### src/rtl/encoder_frame_tx.sv
// -----------------------------------------------------------------------------
// encoder_frame_tx
//
// Encoder-side serial frame transmitter. Emulates the far end of the absolute
// encoder read link: a 19-bit position plus err/warn status is serialised onto
// the single-wire miso line, one bit per sck rising edge.
//
// Line format:
//   idle high, one low start bit, FRAME_W data bits MSB first, then at least
//   IDLE_BITS high bits before the next start bit.
//   Frame layout: [FRAME_W-1] err, [FRAME_W-2] warn, [FRAME_W-3:3] position,
//   [2:0] rolling sequence count (the value seq shows once the frame started).
//
// Ports:
//   sck        in   sole clock, all state moves on posedge
//   rst_n      in   asynchronous active-low reset
//   enable     in   1 = new frames may start (a frame in flight always completes)
//   pos_in     in   position to send (DATA_W bits)
//   err_in     in   error flag, latched together with pos_in
//   warn_in    in   warning flag, latched together with pos_in
//   pos_valid  in   pos_in/err_in/warn_in valid; held by the source until taken
//   pos_ready  out  block accepts a frame on the coming edge (decoded from regs)
//   miso       out  serial line, registered
//   busy       out  high from the start bit through the last data bit
//   frame_done out  one-cycle pulse after the last data bit
//   seq        out  sequence value of the most recently started frame
// -----------------------------------------------------------------------------
module encoder_frame_tx #(
    parameter int DATA_W      = 19,
    parameter int IDLE_BITS   = 4,
    parameter bit AUTO_REPEAT = 1'b0
) (
    input  logic              sck,
    input  logic              rst_n,
    input  logic              enable,
    input  logic [DATA_W-1:0] pos_in,
    input  logic              err_in,
    input  logic              warn_in,
    input  logic              pos_valid,
    output logic              pos_ready,
    output logic              miso,
    output logic              busy,
    output logic              frame_done,
    output logic [2:0]        seq
);

    localparam int FRAME_W = DATA_W + 5;
    localparam int CNT_W   = $clog2(FRAME_W);

    // Data bits still to be driven after the MSB has gone out in START.
    localparam logic [CNT_W-1:0] SHIFT_BITS = CNT_W'(FRAME_W - 1);

    // gap_cnt counts high cycles already completed in IDLE. The cycle in
    // which the start edge occurs is itself a high cycle, so a frame may be
    // accepted once IDLE_BITS-1 full cycles have elapsed; this gives a
    // back-to-back period of (FRAME_W + 1) + IDLE_BITS cycles.
    localparam logic [3:0] GAP_MAX   = 4'(IDLE_BITS);
    localparam logic [3:0] GAP_READY = 4'(IDLE_BITS - 1);

    typedef enum logic [1:0] {
        ST_IDLE  = 2'd0,
        ST_START = 2'd1,
        ST_SHIFT = 2'd2
    } state_t;

    state_t             state_r;
    logic [FRAME_W-1:0] frame_r;
    logic [CNT_W-1:0]   bits_left_r;
    logic [3:0]         gap_cnt_r;
    logic [DATA_W-1:0]  pos_lat_r;
    logic               err_lat_r;
    logic               warn_lat_r;
    logic               miso_r;
    logic               busy_r;
    logic               frame_done_r;
    logic [2:0]         seq_r;

    logic               pos_ready_s;
    logic               start_s;
    logic [DATA_W-1:0]  src_pos_s;
    logic               src_err_s;
    logic               src_warn_s;
    logic [2:0]         seq_next_s;

    // Assemble a frame from its fields, MSB first on the wire.
    function automatic logic [FRAME_W-1:0] build_frame(
        input logic              f_err,
        input logic              f_warn,
        input logic [DATA_W-1:0] f_pos,
        input logic [2:0]        f_seq
    );
        return {f_err, f_warn, f_pos, f_seq};
    endfunction

    // Ready decode: idle, gap satisfied and transmission enabled.
    always_comb begin
        pos_ready_s = 1'b0;
        if ((state_r == ST_IDLE) && (gap_cnt_r >= GAP_READY) && enable) begin
            pos_ready_s = 1'b1;
        end else begin
            pos_ready_s = 1'b0;
        end
    end

    // Start decision and payload source: fresh input, or the last latched
    // payload when auto-repeat is enabled and nothing new is offered.
    always_comb begin
        start_s    = 1'b0;
        src_pos_s  = pos_lat_r;
        src_err_s  = err_lat_r;
        src_warn_s = warn_lat_r;
        if (pos_ready_s && pos_valid) begin
            start_s    = 1'b1;
            src_pos_s  = pos_in;
            src_err_s  = err_in;
            src_warn_s = warn_in;
        end else if (pos_ready_s && AUTO_REPEAT) begin
            start_s    = 1'b1;
            src_pos_s  = pos_lat_r;
            src_err_s  = err_lat_r;
            src_warn_s = warn_lat_r;
        end else begin
            start_s    = 1'b0;
            src_pos_s  = pos_lat_r;
            src_err_s  = err_lat_r;
            src_warn_s = warn_lat_r;
        end
    end

    assign seq_next_s = seq_r + 3'd1;

    // Frame FSM: start bit, MSB-first shift-out, stop/gap handling.
    always_ff @(posedge sck or negedge rst_n) begin
        if (!rst_n) begin
            state_r      <= ST_IDLE;
            frame_r      <= '0;
            bits_left_r  <= '0;
            gap_cnt_r    <= 4'd0;
            pos_lat_r    <= '0;
            err_lat_r    <= 1'b0;
            warn_lat_r   <= 1'b0;
            miso_r       <= 1'b1;
            busy_r       <= 1'b0;
            frame_done_r <= 1'b0;
            seq_r        <= 3'd0;
        end else begin
            case (state_r)
                ST_IDLE: begin
                    frame_done_r <= 1'b0;
                    if (start_s) begin
                        pos_lat_r  <= src_pos_s;
                        err_lat_r  <= src_err_s;
                        warn_lat_r <= src_warn_s;
                        frame_r    <= build_frame(src_err_s, src_warn_s, src_pos_s, seq_next_s);
                        seq_r      <= seq_next_s;
                        miso_r     <= 1'b0;
                        busy_r     <= 1'b1;
                        state_r    <= ST_START;
                    end else begin
                        miso_r <= 1'b1;
                        busy_r <= 1'b0;
                        if (gap_cnt_r < GAP_MAX) begin
                            gap_cnt_r <= gap_cnt_r + 4'd1;
                        end else begin
                            gap_cnt_r <= gap_cnt_r;
                        end
                    end
                end
                ST_START: begin
                    miso_r      <= frame_r[FRAME_W-1];
                    frame_r     <= {frame_r[FRAME_W-2:0], 1'b0};
                    bits_left_r <= SHIFT_BITS;
                    state_r     <= ST_SHIFT;
                end
                ST_SHIFT: begin
                    if (bits_left_r != '0) begin
                        miso_r      <= frame_r[FRAME_W-1];
                        frame_r     <= {frame_r[FRAME_W-2:0], 1'b0};
                        bits_left_r <= bits_left_r - CNT_W'(1);
                    end else begin
                        // All data bits are out: return to idle high and
                        // restart the inter-frame gap from zero.
                        miso_r       <= 1'b1;
                        busy_r       <= 1'b0;
                        frame_done_r <= 1'b1;
                        gap_cnt_r    <= 4'd0;
                        state_r      <= ST_IDLE;
                    end
                end
                default: begin
                    miso_r       <= 1'b1;
                    busy_r       <= 1'b0;
                    frame_done_r <= 1'b0;
                    gap_cnt_r    <= 4'd0;
                    state_r      <= ST_IDLE;
                end
            endcase
        end
    end

    assign pos_ready  = pos_ready_s;
    assign miso       = miso_r;
    assign busy       = busy_r;
    assign frame_done = frame_done_r;
    assign seq        = seq_r;

endmodule

### config.mk
export PLATFORM = sky130hd
export DESIGN_NAME = encoder_frame_tx
export DESIGN_NICKNAME = d
export VERILOG_FILES = /design/src/rtl/encoder_frame_tx.sv
export SDC_FILE = /design/constraint.sdc
export NUM_CORES = 1
export LEC_CHECK = 0
export CAP_MARGIN = 30
export CORE_MARGIN = 8
export CORE_UTILIZATION = 29
export CTS_BUF_LIST = sky130_fd_sc_hd__clkbuf_8
export CTS_CLUSTER_DIAMETER = 200
export DETAILED_ROUTE_END_ITERATION = 8
export GPL_TIMING_DRIVEN = 0
export SLEW_MARGIN = 20
export SYNTH_ARGS = -nofsm -noshare
export SYNTH_HDL_FRONTEND = slang
export SYNTH_SLANG_ARGS = --single-unit
### constraint.sdc
create_clock -name sck -period 5.1 [get_ports sck]
set_input_delay 1.275 -clock sck [delete_from_list [all_inputs] [get_ports sck]]
set_output_delay 1.275 -clock sck [all_outputs]
set_load 0.01 [all_outputs]
After elaboration in Yosys (flattened, before gate mapping)
Cells that the tools add are included.
{"block": "word_totals", "regBits": 62, "inputBits": 25, "output_inout_bits": 7, "word_cells": 62}
{"block": "op_classes", "n_addsub": 3, "magnitude_cmp": 2, "eq_ne": 7, "muxes": 25, "bitwise_logic": 1, "n_reduce_logical": 13}
{"operator": "24-bit case mux with 3 select lines", "n": 1}
{"operator": "24-bit 2-to-1 mux", "n": 2}
{"operator": "19-bit 2-to-1 mux", "n": 1}
{"operator": "4-bit 2-to-1 mux", "n": 3}
{"operator": "4-bit case mux with 3 select lines", "n": 1}
{"operator": "5-bit case mux with 2 select lines", "n": 1}
{"operator": "1-bit 2-to-1 mux", "n": 9}
{"operator": "2-bit inequality test (second input constant)", "n": 4}
{"operator": "2-bit AND reduction", "n": 4}
{"operator": "1-bit case mux with 3 select lines", "n": 2}
{"operator": "2-bit case mux with 3 select lines", "n": 1}
{"operator": "5-bit 2-to-1 mux", "n": 1}
{"operator": "5-bit nonzero test", "n": 1}
{"operator": "5-bit by 1-bit subtractor with 5-bit output (second input constant)", "n": 1}
{"operator": "4-bit by 1-bit adder with 4-bit output (second input constant)", "n": 1}
{"operator": "4-bit by 2-bit greater-or-equal comparator with 1-bit output (second input constant)", "n": 1}
{"operator": "4-bit by 3-bit less-than comparator with 1-bit output (second input constant)", "n": 1}
{"operator": "2-bit 2-to-1 mux", "n": 2}
{"operator": "4-bit AND reduction", "n": 1}
{"operator": "3-bit by 1-bit adder with 3-bit output (second input constant)", "n": 1}
{"operator": "1-bit logical AND", "n": 3}
{"operator": "3-bit AND reduction", "n": 1}
{"operator": "3-bit nonzero test", "n": 1}
{"operator": "2-bit by 1-bit equality test with 1-bit output (second input constant)", "n": 1}
{"operator": "6 further kinds", "n": 6}

Longest topological paths before layout
{"block": "depth", "ltp_word": 8, "ltp_mapped": 9, "depth_no_buf": 6}

Least setup slack after synthesis
Ideal clock, no wire load.
{"block": "synth_path", "path_kind": "register -> output", "startpoint": "register state_r[0]", "endpoint": "output pos_ready", "arrival_time_ns": 1.470, "required_time_ns": 3.825, "setup_slack_ns": 2.355, "stages_incl_launch_ff": 6, "n_path_buf": 2, "cell_sequence": "dfrtp_1 -> inv_1 -> ha_1 -> clkbuf_1 -> buf_1 -> o311a_1"}
{"block": "synth_between", "elab_chain_len": 4}
{"element": "start: declaration", "line_no": "66", "source": "state_t state_r;"}
{"element": "start signal: assignment", "line_no": "135", "source": "state_r <= ST_IDLE;"}
{"element": "start signal: assignment", "line_no": "158", "source": "state_r <= ST_START;"}
{"element": "start signal: assignment", "line_no": "173", "source": "state_r <= ST_SHIFT;"}
{"element": "2-bit logical NOT", "line_no": "98", "source": "if ((state_r == ST_IDLE) && (gap_cnt_r >= GAP_READY) && enable) begin"}
{"element": "1-bit logical AND (2 in series)", "line_no": "98"}
{"element": "1-bit 2-to-1 mux", "line_no": "98"}
{"element": "end: declaration", "line_no": "40", "source": "output logic pos_ready,"}
No other way between the ends.

Worst setup path after layout
Same ends and word-level chain as after synthesis.

==> flow_metrics.py <==
metrics = {
    "grt": {
        "grt_pass1_vias": 2533,
        "grt_overflow_total": 0,
        "global_route.usage.met1_pct": 14.66,
        "grt.total_usage_pct": 11.10,
        "grt_max_degree": 47,
        "grt.busiest_layer": "met2",
        "global_route.usage.met2_pct": 17.11,
        "grt_antenna_before_repair": 0,
        "wire_length_of_the_first_global_routing_pass_um": 12550,
        "gr-usage-met3_pct": 3.165,
    },
    "run": {
        "max_cap_violations": 0,
    },
    "clocking": {
        "cts_buffers": 9,
        "cts_root_buffer_type": "clkbuf_8",
        "clkSinkCount": 62,
        "post_cts.resized_instances": 0,
        "clk_latency_ns": 0.33,
        "holdBufCountCts": 0,
        "clkSlewWorstSetupHoldPaths_ns": 0.06,
        "tritoncts": "built",
        "post_cts.repair.setup_buffers": 0,
        "htree_num_levels": 3,
        "clock_path_buffers": 2,
    },
    "timing": {
        "slew_headroom_pct": 62.41,
        "drv_slew": 0,
        "max_slew.worst_pin.slew_ns": 0.5639,
        "worst_clock_skew_ns": 0.004699,
        "hold_slack_ns": 0.4613,
        "fin_crit_ns": 3.944,
        "rsz0062_at_grt": "no",
        "fin_tns_setup_ns": 0,
        "setup_viol": 0,
        "fmax_ghz": 0.2535,
        "period_utilisation_layout_pct": 77.34,
        "finalHoldViolCount": 0,
        "timing.final.ws_setup_ns": 1.156,
    },
    "setup_path": {
        "crit_reg_reg_startpoint": "state_r[0]",
        "crit_required_ns": 3.83,
        "crit_type": "register to output port",
        "critical_path_arrival_ns": 2.67,
        "worst_r2r_end": "frame_r[23]",
        "largest_stage_delay_on_the_critical_path_ns": 0.53,
        "worst_r2r_path_depth": 7,
        "cp-start-kind": "register",
        "worstSetupEndpointType": "output port",
        "critical_path.cell_chain": "inv_1, ha_1, clkbuf_1, buf_1, o311a_1, clkdlybuf4s50_1",
        "worst-path-max-fanout": 10,
        "crit_slowest_cell": "clkdlybuf4s50_1",
        "reg2reg_slack_ns": 2.71,
    },
    "pwr": {
        "combinational_share_of_power_pct": 47.3,
        "power_frac_clock_pct": 16.9,
        "power.ir.vdd_worst_mv": 0.1661,
        "power.leakage_nw": 1.684,
        "p_total_mw": 2.282,
        "p_sw_mw": 0.9374,
        "power.switching_fraction_pct": 41.08,
        "power.density_cell_area_nw_per_um2": 617.3,
        "sequentialPowerShare_pct": 35.8,
        "intPower_mw": 1.344,
    },
    "status": {
        "outcome": "finished clean",
    },
    "floorplanning": {
        "dieHeight_um": 118.0,
        "row_count": 37,
        "top_level_ports": 32,
        "initial_core_util_pct": 29.49,
        "die_width_um": 118.0,
        "floorplan.die_area_sq_um": 13920,
        "fp.coreArea_sq_um": 10230,
    },
    "final_layout": {
        "syn_to_final_growth_pct": 22.52,
        "drive_above_1_share_pct": 5.789,
        "diodes": 0,
        "finish.net_count": 411,
    },
    "placed_design": {
        "routabilityCongestion": 0.7562,
        "place.port_buffers": 31,
        "dp_hpwl_um": 5342,
        "pre_cts_ws_ns": 1.337,
    },
    "synthesis": {
        "syn-num-nets": 368,
        "yosysSeqAreaShare_pct": 51.47,
        "synthCells": 334,
        "yosys_warnings": 0,
        "postSynthRegisterBits": 62,
        "post_synth_instance_area_sq_um": 3017,
        "avgSynthCellArea_sq_um": 9.032,
        "netlist-cell-type-count": 33,
    },
    "route": {
        "drtIter0Drc": 103,
        "drcViolationCount": 0,
        "drtAntennaViolNets": 0,
        "post_drt_via_cell_ratio": 4.781,
        "drt-wirelength-per-cell_um": 14.46,
        "totalWireLength_um": 7462,
        "first_pass_drt_iterations": 4,
        "detailroute.via_count": 2467,
    },
    "hold_path": {
        "whs_path_depth": 2,
        "worst_hold_startpoint": "pos_lat_r[7]",
        "hold_path_end": "pos_lat_r[7]",
        "timing.hold.worst.class": "register to register",
    },
}
[flip-flops by register name, summed over array words and instances (netlist names), 2 cells and up]
| signal | flops |
|---|---|
| pos_lat_r | 19 |
| frame_r | 24 |
| state_r | 2 |
| gap_cnt_r | 4 |
| seq | 3 |
| bits_left_r | 5 |
[cell usage after synthesis]
master,count,share of area (%)
a21boi_0,21,5.2
a21o_1,1,0.25
a21oi_1,4,0.66
a22o_1,1,0.29
a2bb2oi_1,1,0.29
a31oi_1,23,4.8
a32o_1,1,0.33
and2_1,1,0.21
buf_1,1,0.12
buf_2,4,0.66
clkbuf_1,18,2.2
dfrtp_1,61,51
dfstp_2,1,0.87
ha_1,9,3.7
inv_1,10,1.2
mux2i_1,2,0.66
nand2_1,99,12
nand2b_1,2,0.41
nand3_1,1,0.17
nor2_1,26,3.2
nor3_1,1,0.17
nor4b_1,2,0.58
o21a_1,1,0.25
o21ai_0,7,1.2
o21ai_1,2,0.33
o221ai_2,1,0.50
o22a_1,2,0.58
o22ai_1,1,0.21
o311a_1,2,0.66
o31ai_1,23,5.7
or3_1,1,0.21
or4b_4,1,0.46
xnor2_1,3,0.87
[cells by family (layout without fill, tap and decap cells)]
group / after synthesis / in the layout / synth area share (%)
adder cells (fa/ha/maj): 9 / 9 / 3.733
multiplexers: 2 / 2 / 0.6637
AND/OR/NAND/NOR: 134 / 134 / 17.75
XOR/XNOR: 3 / 3 / 0.8712
buffers and inverters: 33 / 79 / 4.272
flip-flops: 62 / 62 / 51.47
AO/OA/AOI/OAI: 91 / 91 / 21.24
[worst max path at each step]
stage,slack [ns],cells past startpoint,start,end
6_report,1.16,6,state_r[0],pos_ready
5_1_grt,0.96,6,state_r[1],pos_ready
4_1_cts,1.13,6,state_r[1],pos_ready
3_5_place_dp,1.34,3,enable,pos_ready
3_3_place_gp,0.61,1,rst_n,pos_lat_r[6]
2_1_floorplan,2.36,5,state_r[0],pos_ready
[placed cells by master (no fill, tap or decap), drive strengths merged, types with 2 or more instances in the layout]
cell type       n
nand2          99
dfrtp          61
clkdlybuf4s50  30
clkbuf         30
nor2           26
a31oi          23
o31ai          23
a21boi         21
inv            11
ha              9
o21ai           9
buf             7
a21oi           4
xnor2           3
o311a           2
nand2b          2
o22a            2
mux2i           2
nor4b           2
[metal layers]
metal	wire (um)	part of all wire, %
met1	3512	47
met2	3520	47
met3	360	4.8
met4	69	0.92
met5	0	0
[final cells by class]
| cell class | count | area (sq um) |
|---|---|---|
| inverter | 10 | 37.54 |
| buffer | 23 | 91.34 |
| sequential | 62 | 1553 |
| multi-input combinational | 239 | 1335 |
| fill | 1026 | 6535 |
| timing repair buffer | 32 | 335.3 |
| clock buffer | 12 | 165.2 |
| clock inverter | 2 | 8.758 |
| tap | 136 | 170.2 |
[power groups by stage]
stage / Clock, mW / Combinational (mW) / Sequential (mW)
6_report: 0.385 / 1.08 / 0.817
5_1_grt: 0.419 / 1.23 / 0.841
4_1_cts: 0.398 / 1.09 / 0.817
3_5_place_dp: 0 / 1.09 / 0.824
3_3_place_gp: 0 / 1.06 / 0.816
2_1_floorplan: 0 / 0.792 / 0.800
[metrics by stage]
step	instance area [sq um]	util [%]	cells
after global placement	3497	34.18	501
after CTS	3696	36.13	516
after global routing	3696	36.13	516
final	3696	36.13	516
after floorplan	3017	-	334
after detailed placement	3522	34.43	502
[critical path: cells and delay by family (launching register included)]
family / cells / cell delay (ns)
compound gates: 1 / 0.24
fa+ha+maj: 1 / 0.18
buf+inv: 4 / 1.51
flops: 1 / 0.41
Note: power is estimated with default switching activity, not from simulation.
